==> src/rtl/blackjack_game_ctrl.sv <==
// rtl/blackjack_game_ctrl.sv - blackjack hand controller: card draw, soft-ace scoring, win/lose decision
module blackjack_game_ctrl #(
    parameter logic [7:0] SEED   = 8'hA5,
    parameter int         TARGET = 17
) (
    input  logic       clk,
    input  logic       rst,
    input  logic       first_card_os,
    input  logic       second_card_os,
    input  logic       third_card_os,
    input  logic       fourth_card_os,
    input  logic       force_en,
    input  logic [3:0] force_rank,
    output logic       win_pulse,
    output logic       lose_pulse,
    output logic       game_over,
    output logic [4:0] score,
    output logic [3:0] last_rank,
    output logic [2:0] card_cnt
);

    typedef enum logic [1:0] {
        S_IDLE,
        S_HAND,
        S_EVAL,
        S_DONE
    } state_t;

    localparam logic [5:0] TARGET_V = 6'(TARGET);

    state_t     state_q, state_d;
    logic [7:0] lfsr_q;
    logic [5:0] hard_q, hard_d;
    logic       ace_q, ace_d;
    logic [2:0] cnt_q, cnt_d;
    logic [3:0] rank_q, rank_d;
    logic [4:0] score_q, score_d;
    logic       win_q, win_d;
    logic       lose_q, lose_d;
    logic       over_q, over_d;

    logic [3:0] raw_rank;
    logic [3:0] drawn_rank;
    logic [5:0] card_val;
    logic       pulse_expected;
    logic       accept;
    logic [5:0] base_hard;
    logic       base_ace;
    logic [2:0] base_cnt;
    logic [5:0] new_hard;
    logic       new_ace;
    logic [5:0] new_best;
    logic [5:0] cur_best;

    // Ace counts as 11 whenever that keeps the hand at or under 21
    function automatic logic [5:0] best_of(input logic [5:0] h, input logic a);
        return (a && (h <= 6'd11)) ? h + 6'd10 : h;
    endfunction

    function automatic logic [4:0] sat31(input logic [5:0] b);
        return (b > 6'd31) ? 5'd31 : b[4:0];
    endfunction

    // Free-running Fibonacci LFSR used as the card source
    always_ff @(posedge clk or posedge rst) begin
        if (rst) begin
            lfsr_q <= SEED;
        end else begin
            lfsr_q <= {lfsr_q[6:0], lfsr_q[7] ^ lfsr_q[5] ^ lfsr_q[4] ^ lfsr_q[3]};
        end
    end

    // Rank selection and mapping of the 4-bit source onto 1..13, plus card value
    always_comb begin
        raw_rank = force_en ? force_rank : lfsr_q[3:0];
        if (raw_rank == 4'd0) begin
            drawn_rank = 4'd1;
        end else if (raw_rank >= 4'd14) begin
            drawn_rank = raw_rank - 4'd3;
        end else begin
            drawn_rank = raw_rank;
        end
        if (drawn_rank >= 4'd11) begin
            card_val = 6'd10;
        end else begin
            card_val = {2'b00, drawn_rank};
        end
    end

    // Only the pulse for the next card slot is honoured; DONE accepts card 1 as a restart
    always_comb begin
        case (cnt_q)
            3'd0:    pulse_expected = first_card_os;
            3'd1:    pulse_expected = second_card_os;
            3'd2:    pulse_expected = third_card_os;
            3'd3:    pulse_expected = fourth_card_os;
            default: pulse_expected = 1'b0;
        endcase
        if (state_q == S_DONE) begin
            accept    = first_card_os;
            base_hard = 6'd0;
            base_ace  = 1'b0;
            base_cnt  = 3'd0;
        end else begin
            accept    = (state_q != S_EVAL) && pulse_expected;
            base_hard = hard_q;
            base_ace  = ace_q;
            base_cnt  = cnt_q;
        end
        new_hard = base_hard + card_val;
        new_ace  = base_ace | (drawn_rank == 4'd1);
        new_best = best_of(new_hard, new_ace);
        cur_best = best_of(hard_q, ace_q);
    end

    // Next-state and next-output logic
    always_comb begin
        state_d = state_q;
        hard_d  = hard_q;
        ace_d   = ace_q;
        cnt_d   = cnt_q;
        rank_d  = rank_q;
        score_d = score_q;
        win_d   = 1'b0;
        lose_d  = 1'b0;
        over_d  = over_q;
        case (state_q)
            S_IDLE, S_HAND, S_DONE: begin
                if (accept) begin
                    state_d = S_EVAL;
                    hard_d  = new_hard;
                    ace_d   = new_ace;
                    cnt_d   = base_cnt + 3'd1;
                    rank_d  = drawn_rank;
                    score_d = sat31(new_best);
                    over_d  = 1'b0;
                end
            end
            S_EVAL: begin
                if (cur_best > 6'd21) begin
                    lose_d  = 1'b1;
                    over_d  = 1'b1;
                    state_d = S_DONE;
                end else if (cur_best == 6'd21) begin
                    win_d   = 1'b1;
                    over_d  = 1'b1;
                    state_d = S_DONE;
                end else if (cnt_q == 3'd4) begin
                    win_d   = (cur_best >= TARGET_V);
                    lose_d  = (cur_best < TARGET_V);
                    over_d  = 1'b1;
                    state_d = S_DONE;
                end else begin
                    state_d = S_HAND;
                end
            end
            default: state_d = S_IDLE;
        endcase
    end

    // Game state and output registers
    always_ff @(posedge clk or posedge rst) begin
        if (rst) begin
            state_q <= S_IDLE;
            hard_q  <= 6'd0;
            ace_q   <= 1'b0;
            cnt_q   <= 3'd0;
            rank_q  <= 4'd0;
            score_q <= 5'd0;
            win_q   <= 1'b0;
            lose_q  <= 1'b0;
            over_q  <= 1'b0;
        end else begin
            state_q <= state_d;
            hard_q  <= hard_d;
            ace_q   <= ace_d;
            cnt_q   <= cnt_d;
            rank_q  <= rank_d;
            score_q <= score_d;
            win_q   <= win_d;
            lose_q  <= lose_d;
            over_q  <= over_d;
        end
    end

    assign win_pulse  = win_q;
    assign lose_pulse = lose_q;
    assign game_over  = over_q;
    assign score      = score_q;
    assign last_rank  = rank_q;
    assign card_cnt   = cnt_q;

endmodule
==> config.mk <==
export PLATFORM = sky130hd
export DESIGN_NAME = blackjack_game_ctrl
export DESIGN_NICKNAME = d
export VERILOG_FILES = /design/src/rtl/blackjack_game_ctrl.sv
export SDC_FILE = /design/constraint.sdc
export NUM_CORES = 1
export LEC_CHECK = 0
export ABC_AREA = 1
export BUFFER_PORTS_ARGS = -buffer_cell sky130_fd_sc_hd__buf_2
export CAP_MARGIN = 20
export CORE_MARGIN = 2
export CORE_UTILIZATION = 40
export CTS_CLUSTER_SIZE = 16
export DETAILED_ROUTE_END_ITERATION = 8
export SYNTH_ARGS = -nofsm -noshare
export SYNTH_HDL_FRONTEND = slang
export SYNTH_SLANG_ARGS = --single-unit
==> constraint.sdc <==
create_clock -name clk -period 5.3 [get_ports clk]
set_clock_uncertainty 0.1 [all_clocks]
set_input_delay 0.53 -clock clk [delete_from_list [all_inputs] [get_ports clk]]
set_output_delay 0.53 -clock clk [all_outputs]
set_load 0.03 [all_outputs]
==> impl_metrics.toml, run 1 <==
[clock_network]
cts_buffers = 5
cts_sinks = 32
clk_latency_ns = 0.29
htreeDepth = 2
root_buffer = "clkbuf_8"
cts_setup_buffers = 0
cts_resized = 0
clkTransAtPathRegs_ns = 0.06
cts_hold_buf = 0
tritoncts = "built"
clockBufferDepth = 2

[drt]
routedWlPerCell_um = 10.6
detail-route-antenna-nets = 0
routed_wirelength_um = 3740
dr.pass1.iters = 4
vias = 1580
drc_errors = 0
dr_wl_met2_um = 1690
route.met3.wl_um = 115
wl_met1_um = 1850
drt_iter0_drc = 55
topRoutingLayerUsed = "met4"
via_per_inst = 4.46

[worst_setup_path]
cp_slowest_cell = "fa_1"
r2r_slack_ns = 1.97
worstSetupPathType = "in2reg"
start_kind = "input pin"
path_cells = "buf_2 -> inv_2 -> nand2_1 -> nand2_2 -> inv_1 -> ha_1 -> inv_1 -> nand4_1 -> nand2_4 -> o21ai_0 -> a21oi_1 -> ha_1 -> fa_1 -> nand3_1 -> nand3_1 -> xor2_1 -> o21ai_1 -> nor2_4 -> nand2_4 -> nand2_1 -> nand3_1 -> nand2_1 -> inv_1"
cp_max_fo = 7
path_depth = 23
slowest_delay_ns = 0.43
arrival_ns = 3.41
worstReg2RegStart = "lfsr_q[0]"
critical-path-top-delay-family = "simple AND/OR/NAND/NOR gates"
reg2regPathDepth = 21
crit_buf_inv = 5
critPathCaptureType = "register"
crit_path_end = "score[1]"
worstPathRequired_ns = 5.38
critPathLaunch = "force_en"
rr_endpoint = "score[1]"

[sta]
hold-worst-slack_ns = 0.215
slew_viol_final = 0
tightest_slew_ns = 0.795
maxSlewHeadroom_pct = 47.0
setup_ws_ns = 1.97
hold_violations = 0
fin_crit_ns = 3.33
setup_viol = 0
rsz0062_at_grt = "no"
fmax_ghz = 0.300
timing.final.crit_share_pct = 62.8
tns_ns = 0

[grt]
antenna_found_initial = 0
overflow = 0
grt_pass1_wl_um = 6910
grtUsageTotal_pct = 16.3
grt_pass1_vias = 1584
grt_max_degree = 33

[synthesis]
synth-edff-count = 0
synth_cell_type_count = 34
syn_avg_cell_area_um2 = 7.75
synth_flop_cell = "dfrtp_1"
synth_top_cell_by_area = "dfrtp_1"
synth_most_common_cell = "nand2_1"
synthTopCellsByCount = "69 x nand2_1, 39 x inv_1, 28 x dfrtp_1"
ys_seq_area_share_pct = 40.6
synth_area_leaders = "dfrtp_1 35%, nand2_1 13%, inv_1 7.4%"
synth_cells = 256
synth_top_area_share_pct = 35.3
synth-async-reset-ratio_pct = 100
syn_nets = 277
ys_warn_count = 0
ys_seq_elements = 32
netlist_area_um2 = 1980

[die]
die_x_um = 74.4
core_um2 = 4750
initial_core_util_pct = 41.7
dieArea_um2 = 5540
num_io_pins = 26
die_height_um = 74.4
rows = 25

[layout]
area_growth_pct = 15.1
finalNetCount = 307
multi_input_area_um2 = 998
regArea_um2 = 806
final_area_um2 = 2280
drive_gt1_share_pct = 21.6
instances_no_fill = 354
num-fill-cells = 494
n_antenna_cell = 0

[hold_path]
min_path_type = "in2async"

[power]
p_per_area_nw_per_um2 = 604
leakage_nw = 1.22
vdd_ir_drop_max_uv = 219

[placed_design]
dpl-instance-area_um2 = 2180
gp_congestion = 0.799
place_inst = 346
pre_cts_ws_ns = 1.67
dp_hpwl_um = 2880
port_buffers = 25

[run]
maxCapViolCount = 0

[run_status]
status = "finished, final reports clean"
-- registers in the layout, summed over array words and instances (netlist names) --
name and cells:
ace_q 1, card_cnt 3, win_pulse 1, lfsr_q 8, score 5, hard_q 6, last_rank 4, state_q 2
game_over 1, lose_pulse 1
-- through the flow --
stage,util (%),total power [W]
global route,48.0,0.00152
CTS,48.0,0.00139
global placement,45.9,0.00118
finish,48.0,0.00138
floorplan,-,0.00102
detailed placement,45.9,0.00118
-- logic make-up after synthesis --
group | after synthesis | synth area share (%)
simple gates | 130 | 31.7
buf+inv | 46 | 9.02
flops | 32 | 40.6
compound gates | 31 | 8.52
fa+ha+maj | 10 | 6.69
xor+xnor | 7 | 3.47
-- how the worst min path moves through the flow --
stage,from,end,cells past startpoint
6_report,rst,game_over,3
5_1_grt,rst,game_over,3
4_1_cts,rst,win_pulse,3
3_5_place_dp,lfsr_q[6],lfsr_q[7],0
3_3_place_gp,lfsr_q[6],lfsr_q[7],0
2_1_floorplan,lfsr_q[6],lfsr_q[7],0
-- final cells by class --
type / instances / share of cell area (%)
Sequential cell: 32 / 35.3
Clock buffer: 8 / 4.39
Tap cell: 67 / 3.67
Multi-Input combinational cell: 178 / 43.7
Inverter: 43 / 7.07
Timing Repair Buffer: 26 / 5.81
-- per-layer routing --
| metal | GRT usage (%) | vias up |
|---|---|---|
| li1 | - | 863 |
| met4 | 6.55 | 0 |
| met3 | 3.93 | 6 |
| met5 | 0 | - |
| met1 | 20.9 | 689 |
| met2 | 26.5 | 22 |
-- report_power, final --
| part | switching [W] | leakage (nW) | internal (W) |
|---|---|---|---|
| Clock | 0.0000896 | 0.0515 | 0.000118 |
| Combinational | 0.000528 | 0.778 | 0.000256 |
| Sequential | 0.0000562 | 0.386 | 0.000332 |
-- cells in the final DEF (no fill, tap or decap) --
master	synthesis	routed
nor2_4	1	1
inv_2	4	4
inv_1	39	39
nand3_1	15	15
nor3b_2	1	1
nand4_1	3	3
nand2_2	5	5
buf_4	1	1
o22a_1	1	1
o31ai_1	1	1
nor2_2	1	1
a21oi_1	5	5
buf_2	2	25
or2_2	2	2
clkbuf_8	0	7
or2_1	2	2
nor2_1	20	20
o21ai_1	2	2
xor2_1	4	4
nand3_4	1	1
fa_1	1	1
o21ai_2	1	1
nand2_1	69	69
xnor2_1	2	2
o21ai_0	19	19
nand2_4	3	3
nor3_1	1	1
o211ai_1	1	1
nand3_2	5	5
clkbuf_1	0	1
a31oi_1	1	1
nand3b_1	1	1
ha_1	9	9
dfstp_2	4	4
xor2_2	1	1
dfrtp_1	28	28
-- worst register-to-register path: stages (launching register included) --
cell	delay, ns
dfstp_2	0.53
inv_1	0.04
nand2_1	0.06
nand2_1	0.09
ha_1	0.29
inv_1	0.03
nand4_1	0.12
nand2_4	0.08
o21ai_0	0.16
a21oi_1	0.09
ha_1	0.23
fa_1	0.43
nand3_1	0.09
nand3_1	0.08
xor2_1	0.18
o21ai_1	0.13
nor2_4	0.19
nand2_4	0.08
nand2_1	0.05
nand3_1	0.06
nand2_1	0.07
inv_1	0.04
Note: power is estimated with default switching activity, not from simulation.
==> run 2: changes to the inputs <==
ABC_AREA = 0   (was 1)
clock period = 3.05 ns   (was 5.3 ns; I/O delays follow)
==> impl_metrics.toml, run 2 <==
[drt]
routedWlPerCell_um = 13.4
dr.pass1.iters = 6
drt_iter0_drc = 74
via_per_inst = 5.06
vias = 1725
routed_wirelength_um = 4560
detail-route-antenna-nets = 0
drc_errors = 0

[placed_design]
dp_hpwl_um = 3310
pre_cts_ws_ns = -0.449
gp_congestion = 0.811
port_buffers = 25

[clock_network]
cts_sinks = 32
htreeDepth = 2
tritoncts = "built"
cts_buffers = 5
clk_latency_ns = 0.29
clockBufferDepth = 2
root_buffer = "clkbuf_8"
clkTransAtPathRegs_ns = 0.07

[worst_setup_path]
worstSetupPathType = "reg2reg"
critPathCaptureType = "register"
slowest_delay_ns = 0.53
crit_buf_inv = 1
r2r_slack_ns = -0.37
arrival_ns = 3.49
critical-path-top-delay-family = "compound AO/OA/AOI/OAI gates"
path_depth = 15
worstPathRequired_ns = 3.13
worstReg2RegStart = "lfsr_q[0]"
critPathLaunch = "lfsr_q[0]"
start_kind = "register"
cp_max_fo = 5
reg2regPathDepth = 15
path_cells = "mux2_4 -> inv_2 -> ha_4 -> a31oi_4 -> o21ai_2 -> o211a_1 -> o31a_1 -> ha_2 -> fa_2 -> nand3_4 -> and2_4 -> o21ai_4 -> a221oi_4 -> a21boi_1 -> o32a_1"
cp_slowest_cell = "dfstp_2"
rr_endpoint = "score[3]"

[run_status]
status = "finished, violations left"
violations = "setup timing"

[sta]
setup_viol = 5
fin_crit_ns = 3.42
tightest_slew_ns = 0.662
maxSlewHeadroom_pct = 55.9
rsz0062_at_grt = "yes"
timing.final.crit_share_pct = 112
tns_ns = -1.25
hold_violations = 0
slew_viol_final = 0
fmax_ghz = 0.293
setup_ws_ns = -0.367

[grt]
overflow = 0
grt_pass1_vias = 1721
grtUsageTotal_pct = 17.3
grt_pass1_wl_um = 8000
antenna_found_initial = 0
grt_max_degree = 33

[hold_path]
holdCritStartpoint = "lfsr_q[6]"
min_to = "lfsr_q[7]"
holdPathStages = 0
min_path_type = "reg2reg"

[synthesis]
synth_flop_cell = "dfrtp_1"
ys_seq_elements = 32
netlist_area_um2 = 2090
synth_cell_type_count = 60
synth-async-reset-ratio_pct = 100
ys_warn_count = 0
synth_cells = 209
synth-edff-count = 0
synth_area_leaders = "dfrtp_1 34%, ha_1 5.4%, dfstp_2 5.0%"
synth_top_cell_by_area = "dfrtp_1"
syn_nets = 230
synth_most_common_cell = "dfrtp_1"
syn_avg_cell_area_um2 = 9.99
synthTopCellsByCount = "28 x dfrtp_1, 23 x nand2_1, 22 x nor2_1"
ys_seq_area_share_pct = 38.6
synth_top_area_share_pct = 33.6

[layout]
drive_gt1_share_pct = 41.7
layout_commonest_cell = "buf_4"
regMostFlops = "lfsr_q"
most-common-layout-cells = "35 x buf_4, 28 x dfrtp_1, 25 x buf_2, 23 x nand2_1, 22 x nor2_1"
final_util_pct = 54.2
largest_reg_flops = 8
finalNetCount = 291
n_antenna_cell = 0
num-fill-cells = 482
area_growth_pct = 31.8

[die]
initial_core_util_pct = 41.1
num_io_pins = 26
dieArea_um2 = 5810
rows = 26
core_um2 = 5070
die_height_um = 76.3
die_x_um = 76.3

[power]
power.total_w = 0.00304
leakage_nw = 1.26
p_per_area_nw_per_um2 = 1110
vdd_ir_drop_max_uv = 452

[run]
maxCapViolCount = 0
-- run 2: how the worst max path moves through the flow --
stage	to	slack [ns]
floorplan	score[3]	-0.35
global placement	score[3]	-0.38
detailed placement	score[3]	-0.45
CTS	score[3]	-0.39
global route	score[3]	-0.54
finish	score[3]	-0.37
-- run 2: repair_timing --
| action | 4_1_cts | 5_1_grt |
|---|---|---|
| hold buffers | 1 | 0 |
| endpoints found under the setup margin | 5 | 8 |
| buffers inserted | 3 | 3 |
| pin swaps | 6 | 8 |
| resized for setup | 5 | 6 |
| hold endpoints to repair | 5 | 0 |
-- run 2: logic make-up (layout without fill, tap and decap cells) --
| family | Yosys count | after routing | synth area share (%) |
|---|---|---|---|
| AO/OA/AOI/OAI | 61 | 61 | 23.4 |
| XOR/XNOR | 7 | 7 | 2.94 |
| adder cells (fa/ha/maj) | 10 | 10 | 6.35 |
| buffers and inverters | 16 | 78 | 4.73 |
| flip-flops | 32 | 32 | 38.6 |
| multiplexers | 9 | 9 | 6.17 |
| AND/OR/NAND/NOR | 74 | 74 | 17.8 |
-- run 2: metrics by stage --
step,hold WS [ns],cell area [um2],cells
2_1_floorplan,0.233,2140,209
3_3_place_gp,0.235,2510,326
3_5_place_dp,0.246,2510,326
4_1_cts,0.257,2680,338
5_1_grt,0.259,2750,341
6_report,0.252,2750,341
-- run 2: area by class of cell --
cell class | count | area, um2 | area share [%]
clock inverter | 3 | 42.5 | 1.55
multi-input combinational | 161 | 1310 | 47.5
timing repair buffer | 62 | 409 | 14.9
sequential | 32 | 806 | 29.3
inverter | 8 | 32.5 | 1.18
clock buffer | 5 | 68.8 | 2.50
tap | 70 | 87.6 | 3.18
-- run 2: metal layers --
metal	global-route usage (%)	up-vias	share of wire [%]
met3	3.55	11	3.4
li1	-	870	-
met5	0	-	0
met1	21.6	811	45
met2	28.5	33	49
met4	8.73	0	2.5
-- run 2: power breakdown --
part	total, W	switching (W)	internal, W
clock	0.000406	0.000164	0.000242
combinational	0.00188	0.00105	0.000831
sequential	0.000755	0.000175	0.000580
total	0.00304	0.00139	0.00165
==> run 3: changes to the inputs <==
CORE_UTILIZATION = 52   (was 40)
PLACE_DENSITY = 0.76   (was not set)
==> impl_metrics.toml, run 3 (synthesis gave the netlist of run 2 again) <==
[layout]
finalNetCount = 288
layout_commonest_cell = "buf_4"
drive_gt1_share_pct = 39.6
area_growth_pct = 26.7
n_antenna_cell = 0
final_util_pct = 67.1
regMostFlops = "lfsr_q"
most-common-layout-cells = "33 x buf_4, 28 x dfrtp_1, 25 x buf_2, 23 x nand2_1, 22 x nor2_1"
largest_reg_flops = 8

[worst_setup_path]
path_cells = "mux2_4 -> inv_2 -> ha_4 -> a31oi_4 -> o21ai_2 -> o211a_1 -> o31a_1 -> ha_2 -> fa_2 -> nand3_4 -> a211oi_2 -> mux2i_2 -> a221oi_4 -> nor3b_2 -> o32a_1"
critPathCaptureType = "register"
reg2regPathDepth = 15
worstSetupPathType = "reg2reg"
cp_slowest_cell = "dfstp_2"
start_kind = "register"
crit_buf_inv = 1
worstReg2RegStart = "lfsr_q[0]"
arrival_ns = 3.51
critPathLaunch = "lfsr_q[0]"
slowest_delay_ns = 0.53
cp_max_fo = 4
r2r_slack_ns = -0.39
crit_path_end = "score[3]"
path_depth = 15
rr_endpoint = "score[3]"
critical-path-top-delay-family = "compound AO/OA/AOI/OAI gates"
worstPathRequired_ns = 3.12

[hold_path]
min_path_type = "in2async"

[die]
die_x_um = 67.4
dieArea_um2 = 4540
core_um2 = 3940
rows = 23
num_io_pins = 26
die_height_um = 67.4
initial_core_util_pct = 53.0

[sta]
slew_viol_final = 0
hold_violations = 9
maxSlewHeadroom_pct = 57.2
rsz0062_at_grt = "yes"
fin_crit_ns = 3.44
tightest_slew_ns = 0.642
setup_ws_ns = -0.385
timing.final.crit_share_pct = 113
fmax_ghz = 0.291
hold-worst-slack_ns = -0.00617
setup_viol = 5

[power]
p_per_area_nw_per_um2 = 1130
leakage_nw = 1.22
vdd_ir_drop_max_uv = 738

[run_status]
violations = "hold timing, setup timing"
status = "finished, violations left"

[grt]
grt_max_degree = 33
grtUsageTotal_pct = 23.2
grt_pass1_wl_um = 7630
overflow = 0
antenna_found_initial = 0
grt.met2_usage_pct = 34.8
met1_usage_pct = 33.8
busiest_layer = "met2"
grtUsageMet3_pct = 4.50
grt_pass1_vias = 1571

[clock_network]
tritoncts = "built"
clockBufferDepth = 2
root_buffer = "clkbuf_8"
cts_buffers = 5
cts_sinks = 32
clk_latency_ns = 0.29
clkTransAtPathRegs_ns = 0.06
htreeDepth = 2

[drt]
dr.pass1.iters = 4
drc_errors = 0
routedWlPerCell_um = 14.9
via_per_inst = 5.55
drt_iter0_drc = 132
vias = 1765
routed_wirelength_um = 4740
detail-route-antenna-nets = 0

[placed_design]
port_buffers = 25
dp_hpwl_um = 3270
gp_congestion = 0.893
pre_cts_ws_ns = -0.463

[run]
maxCapViolCount = 0
==> run 3: cell types whose count changed in the layout (fill, tap and decap cells not counted), moves of 2 or more <==
cell,change
buf_4,-2
clkbuf_1,+2
xnor2_1,+2
xnor2_2,-2
==> run 3: worst min path at each step <==
stage	from	to	slack [ns]	cells past startpoint
6_report	rst	last_rank[0]	-0.006	3
2_1_floorplan	lfsr_q[6]	lfsr_q[7]	0.23	0
3_5_place_dp	lfsr_q[6]	lfsr_q[7]	0.24	0
3_3_place_gp	lfsr_q[6]	lfsr_q[7]	0.23	0
4_1_cts	rst	hard_q[4]	0.005	3
5_1_grt	rst	last_rank[0]	0.04	3
==> run 3: stage by stage <==
stage / instance area [um2] / cells / hold WS, ns / power, W / TNS (ns)
after floorplan: 2140 / 209 / 0.233 / 0.00211 / -0.921
after global placement: 2480 / 306 / 0.234 / 0.00253 / -1.39
after detailed placement: 2480 / 306 / 0.239 / 0.00256 / -1.80
after CTS: 2650 / 318 / 0.00466 / 0.00298 / -1.46
after global routing: 2650 / 318 / 0.0415 / 0.00321 / -2.13
final: 2650 / 318 / -0.00617 / 0.00299 / -1.51
==> run 3: area by class of cell <==
cell class / count / area (um2)
Multi-Input combinational cell: 161 / 1270
Sequential cell: 32 / 806
Tap cell: 50 / 62.6
Timing Repair Buffer: 59 / 384
Fill cell: 309 / 1300
Clock buffer: 8 / 90.1
Inverter: 8 / 32.5
==> run 3: worst register-to-register path, delay by kind of cell, from the launching register on <==
| family | cells | cell delay, ns |
|---|---|---|
| AO/OA/AOI/OAI | 7 | 1.25 |
| adder cells (fa/ha/maj) | 3 | 0.76 |
| buffers and inverters | 1 | 0.04 |
| flip-flops | 1 | 0.53 |
| multiplexers | 2 | 0.40 |
| AND/OR/NAND/NOR | 2 | 0.28 |
==> run 3: what timing repair did <==
item	in CTS	in global routing
hold endpoints to repair	0	0
endpoints found under the setup margin	5	8
hold buffers	0	0
pin swaps	8	6
setup buffers	4	0
resized for setup	7	0
==> run 3: per-layer routing <==
layer | vias up | part of all wire [%] | wire [um]
met5 | - | 0 | 0
met3 | 7 | 3.5 | 165
met1 | 863 | 48 | 2300
met4 | 0 | 1.4 | 65
li1 | 863 | - | -
met2 | 32 | 47 | 2210
==> run 3: power breakdown <==
part / internal (W) / switching [W] / total [W]
registers: 0.000580 / 0.000191 / 0.000772
clock network: 0.000184 / 0.000151 / 0.000335
logic: 0.000824 / 0.00106 / 0.00188
